File: src/rtl/mul_seq_ctrl.sv
// ---------------------------------------------------------------------------
// mul_seq_ctrl -- sequential RV32M multiply controller
//
// Computes MUL / MULH / MULHSU / MULHU by converting both operands to
// magnitudes, then accumulating all sixteen 8x8 byte partial products through
// a single shared Multiplier8x8. A final step re-applies the sign before the
// selected product half is registered onto result.
//
// Ports
//   clk     in   1     rising-edge clock
//   rst_n   in   1     asynchronous active-low reset
//   start   in   1     request a multiply (only honoured in IDLE)
//   op      in   2     00 MUL, 01 MULH, 10 MULHSU, 11 MULHU
//   rs1     in   XLEN  multiplicand, captured with start
//   rs2     in   XLEN  multiplier, captured with start
//   flush   in   1     synchronous abort of the in-flight operation
//   busy    out  1     operation in progress
//   done    out  1     one-cycle pulse, result valid
//   result  out  XLEN  selected product half, held until the next done
//
// Timing: start accepted at edge E0 -> 16 CALC cycles, SIGN, DONE; done and
// the new result are visible in the cycle beginning at edge E18. The next
// start can be accepted at edge E19.
// ---------------------------------------------------------------------------

// 8x8 unsigned multiplier, the only multiply resource of the controller.
module Multiplier8x8 (
  input  logic [7:0]  a,
  input  logic [7:0]  b,
  output logic [15:0] p
);

  assign p = {8'd0, a} * {8'd0, b};

endmodule

module mul_seq_ctrl #(
  parameter int XLEN = 32
) (
  input  logic            clk,
  input  logic            rst_n,
  input  logic            start,
  input  logic [1:0]      op,
  input  logic [XLEN-1:0] rs1,
  input  logic [XLEN-1:0] rs2,
  input  logic            flush,
  output logic            busy,
  output logic            done,
  output logic [XLEN-1:0] result
);

  localparam int ACCW = 2 * XLEN;

  localparam logic [1:0] OP_MUL    = 2'b00;
  localparam logic [1:0] OP_MULH   = 2'b01;
  localparam logic [1:0] OP_MULHSU = 2'b10;

  typedef enum logic [1:0] {
    IDLE = 2'd0,
    CALC = 2'd1,
    SIGN = 2'd2,
    DONE = 2'd3
  } state_t;

  state_t            state_r;
  state_t            state_s;

  logic [3:0]        k_r;
  logic [ACCW-1:0]   acc_r;
  logic [XLEN-1:0]   mag1_r;
  logic [XLEN-1:0]   mag2_r;
  logic              neg_r;
  logic [1:0]        op_r;
  logic [XLEN-1:0]   result_r;
  logic              done_r;
  logic              busy_r;

  logic              rs1_signed_s;
  logic              rs2_signed_s;
  logic              rs1_neg_s;
  logic              rs2_neg_s;
  logic [7:0]        byte1_s;
  logic [7:0]        byte2_s;
  logic [15:0]       prod_s;
  logic [2:0]        shift_s;
  logic [ACCW-1:0]   pp_s;

  // Two's-complement negation of an operand. 0x80000000 maps to itself,
  // which is exactly its unsigned magnitude, so no special case is needed.
  function automatic logic [XLEN-1:0] negate_op(input logic [XLEN-1:0] v);
    return ~v + 32'd1;
  endfunction

  // Magnitude of an operand, negated only when it is read as signed.
  function automatic logic [XLEN-1:0] magnitude(input logic [XLEN-1:0] v,
                                                input logic            is_signed);
    logic [XLEN-1:0] m;
    if (is_signed && v[XLEN-1]) begin
      m = negate_op(v);
    end else begin
      m = v;
    end
    return m;
  endfunction

  // Signedness of the incoming operands, decoded from the requested op.
  always_comb begin
    rs1_signed_s = 1'b0;
    rs2_signed_s = 1'b0;
    case (op)
      OP_MUL:    begin rs1_signed_s = 1'b1; rs2_signed_s = 1'b1; end
      OP_MULH:   begin rs1_signed_s = 1'b1; rs2_signed_s = 1'b1; end
      OP_MULHSU: begin rs1_signed_s = 1'b1; rs2_signed_s = 1'b0; end
      default:   begin rs1_signed_s = 1'b0; rs2_signed_s = 1'b0; end
    endcase
    rs1_neg_s = rs1_signed_s & rs1[XLEN-1];
    rs2_neg_s = rs2_signed_s & rs2[XLEN-1];
  end

  // Byte operand selection: k[1:0] walks rs1 bytes, k[3:2] walks rs2 bytes.
  always_comb begin
    byte1_s = 8'd0;
    byte2_s = 8'd0;
    case (k_r[1:0])
      2'd0:    byte1_s = mag1_r[7:0];
      2'd1:    byte1_s = mag1_r[15:8];
      2'd2:    byte1_s = mag1_r[23:16];
      2'd3:    byte1_s = mag1_r[31:24];
      default: byte1_s = 8'd0;
    endcase
    case (k_r[3:2])
      2'd0:    byte2_s = mag2_r[7:0];
      2'd1:    byte2_s = mag2_r[15:8];
      2'd2:    byte2_s = mag2_r[23:16];
      2'd3:    byte2_s = mag2_r[31:24];
      default: byte2_s = 8'd0;
    endcase
  end

  Multiplier8x8 u_mul8 (
    .a (byte1_s),
    .b (byte2_s),
    .p (prod_s)
  );

  // Partial product aligned to byte position i+j of the 64-bit product.
  always_comb begin
    shift_s = {1'b0, k_r[1:0]} + {1'b0, k_r[3:2]};
    pp_s    = {{(ACCW-16){1'b0}}, prod_s} << {shift_s, 3'b000};
  end

  // State register.
  always_ff @(posedge clk or negedge rst_n) begin
    if (!rst_n) begin
      state_r <= IDLE;
    end else begin
      state_r <= state_s;
    end
  end

  // Next-state logic; flush overrides every transition.
  always_comb begin
    state_s = state_r;
    if (flush) begin
      state_s = IDLE;
    end else begin
      case (state_r)
        IDLE: begin
          if (start) begin
            state_s = CALC;
          end else begin
            state_s = IDLE;
          end
        end
        CALC: begin
          if (k_r == 4'd15) begin
            state_s = SIGN;
          end else begin
            state_s = CALC;
          end
        end
        SIGN:    state_s = DONE;
        DONE:    state_s = IDLE;
        default: state_s = IDLE;
      endcase
    end
  end

  // Datapath: operand capture, accumulation, sign fix-up and output registers.
  always_ff @(posedge clk or negedge rst_n) begin
    if (!rst_n) begin
      k_r      <= 4'd0;
      acc_r    <= 64'd0;
      mag1_r   <= 32'd0;
      mag2_r   <= 32'd0;
      neg_r    <= 1'b0;
      op_r     <= 2'b00;
      result_r <= 32'd0;
      done_r   <= 1'b0;
      busy_r   <= 1'b0;
    end else begin
      done_r <= 1'b0;
      // busy covers the cycles from the one after acceptance up to the
      // return to IDLE, and drops together with any flush.
      busy_r <= (state_r != IDLE) && (state_s != IDLE);
      case (state_r)
        IDLE: begin
          if (start && !flush) begin
            op_r   <= op;
            mag1_r <= magnitude(rs1, rs1_signed_s);
            mag2_r <= magnitude(rs2, rs2_signed_s);
            neg_r  <= rs1_neg_s ^ rs2_neg_s;
            acc_r  <= 64'd0;
            k_r    <= 4'd0;
          end
        end
        CALC: begin
          if (flush) begin
            k_r <= 4'd0;
          end else begin
            acc_r <= acc_r + pp_s;
            k_r   <= k_r + 4'd1;
          end
        end
        SIGN: begin
          if (!flush && neg_r) begin
            acc_r <= ~acc_r + 64'd1;
          end
        end
        DONE: begin
          // The result is already final here, so a flush no longer cancels it.
          done_r <= 1'b1;
          if (op_r == OP_MUL) begin
            result_r <= acc_r[XLEN-1:0];
          end else begin
            result_r <= acc_r[ACCW-1:XLEN];
          end
        end
        default: begin
          k_r <= 4'd0;
        end
      endcase
    end
  end

  assign busy   = busy_r;
  assign done   = done_r;
  assign result = result_r;

endmodule

File: config.mk
export PLATFORM = sky130hd
export DESIGN_NAME = mul_seq_ctrl
export DESIGN_NICKNAME = d
export VERILOG_FILES = /design/src/rtl/mul_seq_ctrl.sv
export SDC_FILE = /design/constraint.sdc
export NUM_CORES = 1
export LEC_CHECK = 0
export ABC_AREA = 1
export ABC_CLOCK_PERIOD_IN_PS = 8000
export CAP_MARGIN = 5
export CORE_MARGIN = 8
export CORE_UTILIZATION = 25
export CTS_BUF_LIST = sky130_fd_sc_hd__clkbuf_8
export DETAILED_ROUTE_END_ITERATION = 8
export PLACE_DENSITY = 0.38
export SLEW_MARGIN = 25
export SYNTH_ARGS = -nofsm -noshare
export SYNTH_HDL_FRONTEND = slang
export SYNTH_SLANG_ARGS = --single-unit
File: constraint.sdc
create_clock -name clk -period 8 [get_ports clk]
set_input_delay 1.2 -clock clk [delete_from_list [all_inputs] [get_ports clk]]
set_output_delay 1.2 -clock clk [all_outputs]
set_load 0.05 [all_outputs]
==> results of run 1 <==
final timing paths:
check                                          to                    from  slack [ps]
setup / recovery            acc_r[50]$_DFFE_PN0P_      k_r[0]$_DFFE_PN0P_         490
max in group asynchronous   acc_r[36]$_DFFE_PN0P_                   rst_n        6040
min in group asynchronous    state_r[1]$_DFF_PN0_                   rst_n         660
hold reg to reg            mag2_r[30]$_DFFE_PN0P_  mag2_r[30]$_DFFE_PN0P_         490
hold / removal             mag2_r[30]$_DFFE_PN0P_  mag2_r[30]$_DFFE_PN0P_         490
setup reg to reg            acc_r[50]$_DFFE_PN0P_      k_r[0]$_DFFE_PN0P_         490
repair_timing:
item	CTS	global route
resized for setup	4	49
hold endpoints to repair	0	0
pin swaps	0	2
setup endpoints to repair	2	50
state kept, by name (all words and copies together), names as in the netlist:
name and flops:
acc_r 64, busy 1, done 1, k_r 4
mag1_r 32, mag2_r 32, neg_r 1, op_r 2
result 32, state_r 2
cell families after synthesis:
kind of cell / count (synthesis)
fa+ha+maj: 150
mux: 1
xor+xnor: 66
simple gates: 1640
compound gates: 522
flops: 171
buf+inv: 479
final cells by class:
type / instances / area [um^2] / share of cell area, %
Clock inverter: 15 / 149 / 0.638
Clock buffer: 17 / 234 / 1.00
Multi-Input combinational cell: 2379 / 12700 / 54.3
Antenna cell: 1 / 2.50 / 0.0107
Sequential cell: 171 / 4280 / 18.3
Tap cell: 969 / 1210 / 5.20
Timing Repair Buffer: 400 / 3260 / 14.0
Inverter: 404 / 1520 / 6.51
metrics by stage:
step | hold slack (ps) | worst slack [ps] | instance area [um^2]
global route | 511 | 5.48 | 23300
finish | 495 | 491 | 23300
global placement | 468 | -72.2 | 22800
detailed placement | 470 | -191 | 22800
CTS | 500 | 49.6 | 23200
floorplan | 443 | 1320 | 18600
power by group:
part,internal [mW],switching [mW]
Sequential,1.09,0.294
Combinational,2.85,5.12
Clock,0.232,0.448
Total,4.18,5.87
cell usage after synthesis, types with 3 or more instances:
cell type / number / area, um^2
nand3b_1: 8 / 60.1
nor3_2: 3 / 30.0
nor4_1: 16 / 100
nor2_4: 4 / 45.0
ha_1: 112 / 1400
buf_2: 10 / 50.1
clkbuf_1: 51 / 191
o21bai_1: 22 / 165
inv_2: 6 / 22.5
o31ai_1: 14 / 105
inv_1: 397 / 1490
o21a_1: 5 / 37.5
xor2_1: 41 / 359
a221oi_1: 8 / 70.1
nand2_2: 3 / 18.8
nand4_1: 33 / 206
a31oi_1: 40 / 250
xnor2_1: 25 / 219
nor3_1: 39 / 195
o211ai_1: 3 / 22.5
buf_4: 3 / 22.5
nand2_1: 868 / 3260
a21oi_1: 152 / 761
o22ai_1: 22 / 138
a21boi_0: 3 / 22.5
a21o_1: 10 / 75.1
nand2_4: 5 / 56.3
buf_1: 10 / 37.5
nand3_1: 190 / 951
o21ai_0: 213 / 1070
or2_2: 25 / 156
or2_0: 3 / 18.8
and3_1: 5 / 31.3
a22o_1: 5 / 43.8
nor2_1: 426 / 1600
fa_1: 38 / 761
nor2_2: 4 / 25.0
o21ai_1: 20 / 100
dfrtp_1: 171 / 4280
worst register-to-register path: cells and delay by family (launching register included):
family                     cells  cell delay [ps]
xor gates and xnor gates       1              190
DFF                            1              460
buffers and inverters         10             1050
and+or+nand+nor               14             1770
adders and majority gates      7             2850
AOI/OAI and AO/OA              7             1120
cells in the final DEF, fill, tap and decap left out, drive strengths merged, types with 3 or more instances in the layout:
master / count
a21boi: 3
a21o: 10
a21oi: 153
a221oi: 8
a22o: 5
a31oi: 40
and3: 5
buf: 297
clkbuf: 18
clkdlybuf4s50: 102
clkinv: 6
dfrtp: 171
fa: 38
ha: 112
inv: 411
nand2: 876
nand3: 190
nand3b: 8
nand4: 34
nor2: 436
nor3: 43
nor4: 17
o211ai: 3
o21a: 5
o21ai: 234
o21bai: 22
o22ai: 22
o31ai: 14
or2: 28
xnor2: 25
xor2: 41
metal layers:
| layer | share of wire, % | track usage (%) | vias up |
|---|---|---|---|
| met5 | 0 | 0 | - |
| met4 | 2.9 | 6.78 | 0 |
| met3 | 3.2 | 2.16 | 91 |
| met2 | 47 | 37.3 | 460 |
| met1 | 47 | 28.7 | 9743 |
| li1 | - | - | 10500 |
==> run summary, run 1 <==
Total GRT Usage = 21.8%
Vias/cell = 4.77
Worst Path Arrival = 8010 ps
Routed vias = 20800
CP Max Fanout = 8
Max_slew headroom = 37.0%
Slowest cell on the critical path = fa_1
PwrDens = 430 mW/mm^2
Critical Path RT = 8500 ps
Final core occ = 31.5%
Initial drt markers = 1577
CTS tree = yes
Setup repair after global routing missed its margin = false
Post-CTS Hold Fix Bufs = 0
H-tree depth = 4
WL final = 91000 um
Wire length of the first global-routing pass = 135000 um
Final setup viols = 0
PnR Total Power = 10.0 mW
Core area = 0.0741 mm^2
Fin crit period = 7510 ps
Clk_skew = 30.2 ps
Slew @ Worst Pin = 944 ps
Syn Area/Cell = 6.15 um^2
Adder-cell share of the synthesized area = 11.6%
CP max stage delay = 520 ps
Root Driver = clkbuf_8
Clock Latency Late Sink = 570 ps
Ys Warns = 0
Min-Delay Path Class = reg2reg
Rows = 100
Sequential element share of the synthesized area = 23.0%
Critical path type = reg2reg
Die height = 289 um
LEAKAGE = 11.8 nW
Number of synthesized flops with an enable pin = 0
DP HPWL = 76700 um
Pins Over Slew Limit = 0
Mapped Area = 0.0186 mm^2
Main synth FF type = dfrtp_1
CTS clk-pin slew, worst paths = 120 ps
CP top delay family = adder cells
# IOs = 104
Vias in the first global route = 21000
WP depth = 39
Crit path buf inv count = 10
MaxCap Viol Count = 0
R2r worst-path depth = 39
Largest net degree at the start of global routing = 79
Largest family of logic cells by synthesized area = simple AND/OR/NAND/NOR gates
Status = finished clean
Final period utilization = 93.9%
Antenna violations before repair = 1
P&R area growth vs syn = 25.4%
Total gr overflow = 0
Cells after Synth = 3029
Clock net sink count = 171
CP dominant cell by count = nand2_1
Startpoint type of the worst setup path = flip-flop
Synth Area in XOR/XNOR = 3.11%
Share of layout cells above drive strength 1 = 12.7%
DIE WIDTH = 289 um
Initial Util = 25.1%
WL/cell = 20.9 um
Compound-Gate Fraction of Synth Area = 15.6%
Final ANT Viol Nets = 0
Drt pass-1 iters = 6
Crit end category = flip-flop
Fmax = 0.133 GHz
Post-synthesis mux area share = 0.0538%
Simple-gate share of the synthesized area = 36.9%
Non-Filler Instances = 4356
TritonCTS Buffers = 17
Net count after synthesis = 3249
Total negative setup slack = 0 ps
Placed cells = 4323
Asr flop ratio synth = 100%
Die area = 0.0834 mm^2
Synth cell types = 52
RePlAce Congestion = 0.962
# Post-CTS Setup Buffers = 0
Port buffer count = 103
Hold path depth = 2
# DRC = 0
Peak VDD IR = 328 uV
Post-synthesis register bit count = 171
Final #Nets = 3593
Final hold vios = 0
Clock buffer depth = 2
Fill count = 8369
No activity file was read; power rests on OpenSTA's default activity.
==> inputs of run 2 (changes only) <==
--- a/config.mk
+++ b/config.mk
@@ -6,8 +6,8 @@
 export NUM_CORES = 1
 export LEC_CHECK = 0
 export ABC_AREA = 1
-export ABC_CLOCK_PERIOD_IN_PS = 8000
-export CAP_MARGIN = 5
+export ABC_CLOCK_PERIOD_IN_PS = 8350
+export CAP_MARGIN = 20
 export CORE_MARGIN = 8
 export CORE_UTILIZATION = 25
 export CTS_BUF_LIST = sky130_fd_sc_hd__clkbuf_8
==> constraint.sdc (replaced) <==
create_clock -name clk -period 8.35 [get_ports clk]
set_input_delay 1.2525 -clock clk [delete_from_list [all_inputs] [get_ports clk]]
set_output_delay 1.2525 -clock clk [all_outputs]
set_load 0.05 [all_outputs]
==> run 2 against run 1 <==
Net effect:
- combinational power is 11% lower
- largest cell class unchanged
- die area stayed put
- power is 9.5% lower
- sequential share of layout area is 0.98 points higher
- flip-flop and latch count stayed put
- critical endpoint is now acc_r[29]$_DFFE_PN0P_
==> run summary, run 2 (synthesis results as in run 1) <==
Largest net degree at the start of global routing = 86 (+8.9%)
Initial drt markers = 1509 (-4.3%)
CP dominant cell by count = inv_1
DIE WIDTH = 289 um (unchanged)
CTS clk-pin slew, worst paths = 120 ps (about the same)
Fin crit period = 7930 ps (+426 ps)
Total GRT Usage = 22.0% (+0.23 points)
Final period utilization = 95.0% (+1.2 points)
PnR Total Power = 9.09 mW (-9.5%)
Crit path buf inv count = 10 (unchanged)
DP HPWL = 76400 um (-0.33%)
TritonCTS Buffers = 17 (unchanged)
Met3 Usage GRT = 2.56% (+0.41 points)
Setup repair after global routing missed its margin = false
Most frequent cells in the layout = nand2_1 (866), nor2_1 (425), inv_1 (396)
PwrDens = 411 mW/mm^2 (-4.6%)
Antenna violations before repair = 2 (+1)
Share of layout cells above drive strength 1 = 7.99% (-4.7 points)
CP Max Fanout = 8 (unchanged)
Core area = 0.0741 mm^2 (unchanged)
# DRC = 0 (unchanged)
Final ANT Viol Nets = 0 (unchanged)
Final core occ = 29.9% (-1.6 points)
Critical Path RT = 8800 ps (+300 ps)
Hold_ws = 493 ps (-1.65 ps)
Status = finished clean
Met2 usage = 36.9% (-0.47 points)
Worst Path Arrival = 8390 ps (+380 ps)
Clock buffer depth = 2 (unchanged)
Slowest cell on the critical path = fa_1
Clock Latency Late Sink = 560 ps (about the same)
Wire length of the first global-routing pass = 137000 um (+1.1%)
RePlAce Congestion = 0.987 (+2.6%)
Final #Nets = 3448 (-4.0%)
H-tree depth = 4 (unchanged)
CTS tree = yes
Total gr overflow = 0 (unchanged)
CP top delay family = adder cells
Final hold vios = 0 (unchanged)
Post-CTS Hold Fix Bufs = 0 (unchanged)
LEAKAGE = 11.0 nW (-6.3%)
Clock net sink count = 171 (unchanged)
Drt pass-1 iters = 8 (+2)
Die height = 289 um (unchanged)
Commonest non-fill, non-tap cell in the layout = nand2_1
# IOs = 104 (unchanged)
Global route hottest layer = met2
Routed vias = 20600 (-0.85%)
Vias/cell = 4.89 (+2.5%)
Peak VDD IR = 246 uV (-25%)
Final setup viols = 0 (unchanged)
Die area = 0.0834 mm^2 (unchanged)
Fmax = 0.126 GHz (-5.4%)
Startpoint type of the worst setup path = flip-flop
Clk_skew = 29.4 ps (-0.831 ps)
Root Driver = clkbuf_8
Critical path type = reg2reg
Met1 Use GR = 28.8% (+0.070 points)
Crit end category = flip-flop
MaxCap Viol Count = 0 (unchanged)
Rows = 100 (unchanged)
Largest register FFs = 64 (unchanged)
P&R area growth vs syn = 19.0%
WL final = 92300 um (+1.4%)
Slew @ Worst Pin = 960 ps (+15.7 ps)
WL/cell = 21.9 um (+4.8%)
Min-Delay Path Class = reg2reg
Total negative setup slack = 0 ps (unchanged)
Max_slew headroom = 36.0% (-1.0 points)
Pins Over Slew Limit = 0 (unchanged)
Vias in the first global route = 20900 (-0.67%)
Port buffer count = 103 (unchanged)
Initial Util = 25.1% (unchanged)
Top reg by flops = acc_r
CP max stage delay = 540 ps (+20 ps)
## run 2: changes by cell type in the layout (fill, tap and decap cells not counted), moves of 5 or more
| cell | previous run | this run |
|---|---|---|
| nor2_2 | 9 | 3 |
| nand2_1 | 861 | 866 |
| a21oi_1 | 143 | 150 |
| a21oi_2 | 9 | 3 |
| o21ai_1 | 30 | 24 |
| nor2_1 | 420 | 425 |
| buf_4 | 297 | 150 |
## run 2: worst register-to-register path: cells and delay by family, from the launching register on
family	cells	cell delay, ps
adders and majority gates	6	2680
AOI/OAI and AO/OA	9	1980
and+or+nand+nor	10	1290
buffers and inverters	10	1240
DFF	1	440
xor gates and xnor gates	1	200
## run 2: routing by layer
layer	wire length, um	vias up	share of wire, %
met5	8	-	0.0087
met1	42500	9720	46
met3	3890	113	4.2
met2	42300	580	46
li1	-	10200	-
met4	3690	2	4.0
## run 2: worst paths after layout
path                                         from                     end  slack [ps]  cells after the start
max in group asynchronous                   rst_n  mag1_r[29]$_DFFE_PN0P_        6400                      2
min in group asynchronous                   rst_n   result[4]$_DFFE_PN0P_         650                      1
setup / recovery               k_r[3]$_DFFE_PN0P_   acc_r[29]$_DFFE_PN0P_         420                     36
hold reg to reg            mag1_r[17]$_DFFE_PN0P_  mag1_r[17]$_DFFE_PN0P_         490                      2
hold / removal             mag1_r[17]$_DFFE_PN0P_  mag1_r[17]$_DFFE_PN0P_         490                      2
setup reg to reg               k_r[3]$_DFFE_PN0P_   acc_r[29]$_DFFE_PN0P_         420                     36
## run 2: what timing repair did
item | in CTS | in global routing
pin swaps | 0 | 0
setup endpoints to repair | 1 | 45
buffers inserted | 0 | 1
gates cloned | 0 | 1
gates resized for setup | 1 | 22
## run 2: layout make-up
type | instances | area, um^2
fillers | 8390 | 51900
repair inverters | 1 | 7.51
inverters | 404 | 1520
multi-input cells | 2379 | 12600
well taps | 969 | 1210
flip-flops and latches | 171 | 4280
diodes | 4 | 10.0
repair buffers | 254 | 2170
clock buffers | 17 | 234
clock inverters | 15 | 140
## run 2: where the power goes
part	switching, mW	internal (mW)	total, mW
registers	0.278	1.05	1.33
logic	4.78	2.35	7.13
clock network	0.400	0.241	0.641
## run 2: per-stage QoR
| step | instance area (um^2) | worst slack [ps] | cells |
|---|---|---|---|
| floorplan | 18600 | 1670 | 3029 |
| CTS | 22100 | 41.5 | 4208 |
| finish | 22100 | 415 | 4214 |
| global placement | 21700 | -88.8 | 4176 |
| detailed placement | 21700 | 6.13 | 4176 |
| global route | 22100 | 4.10 | 4214 |
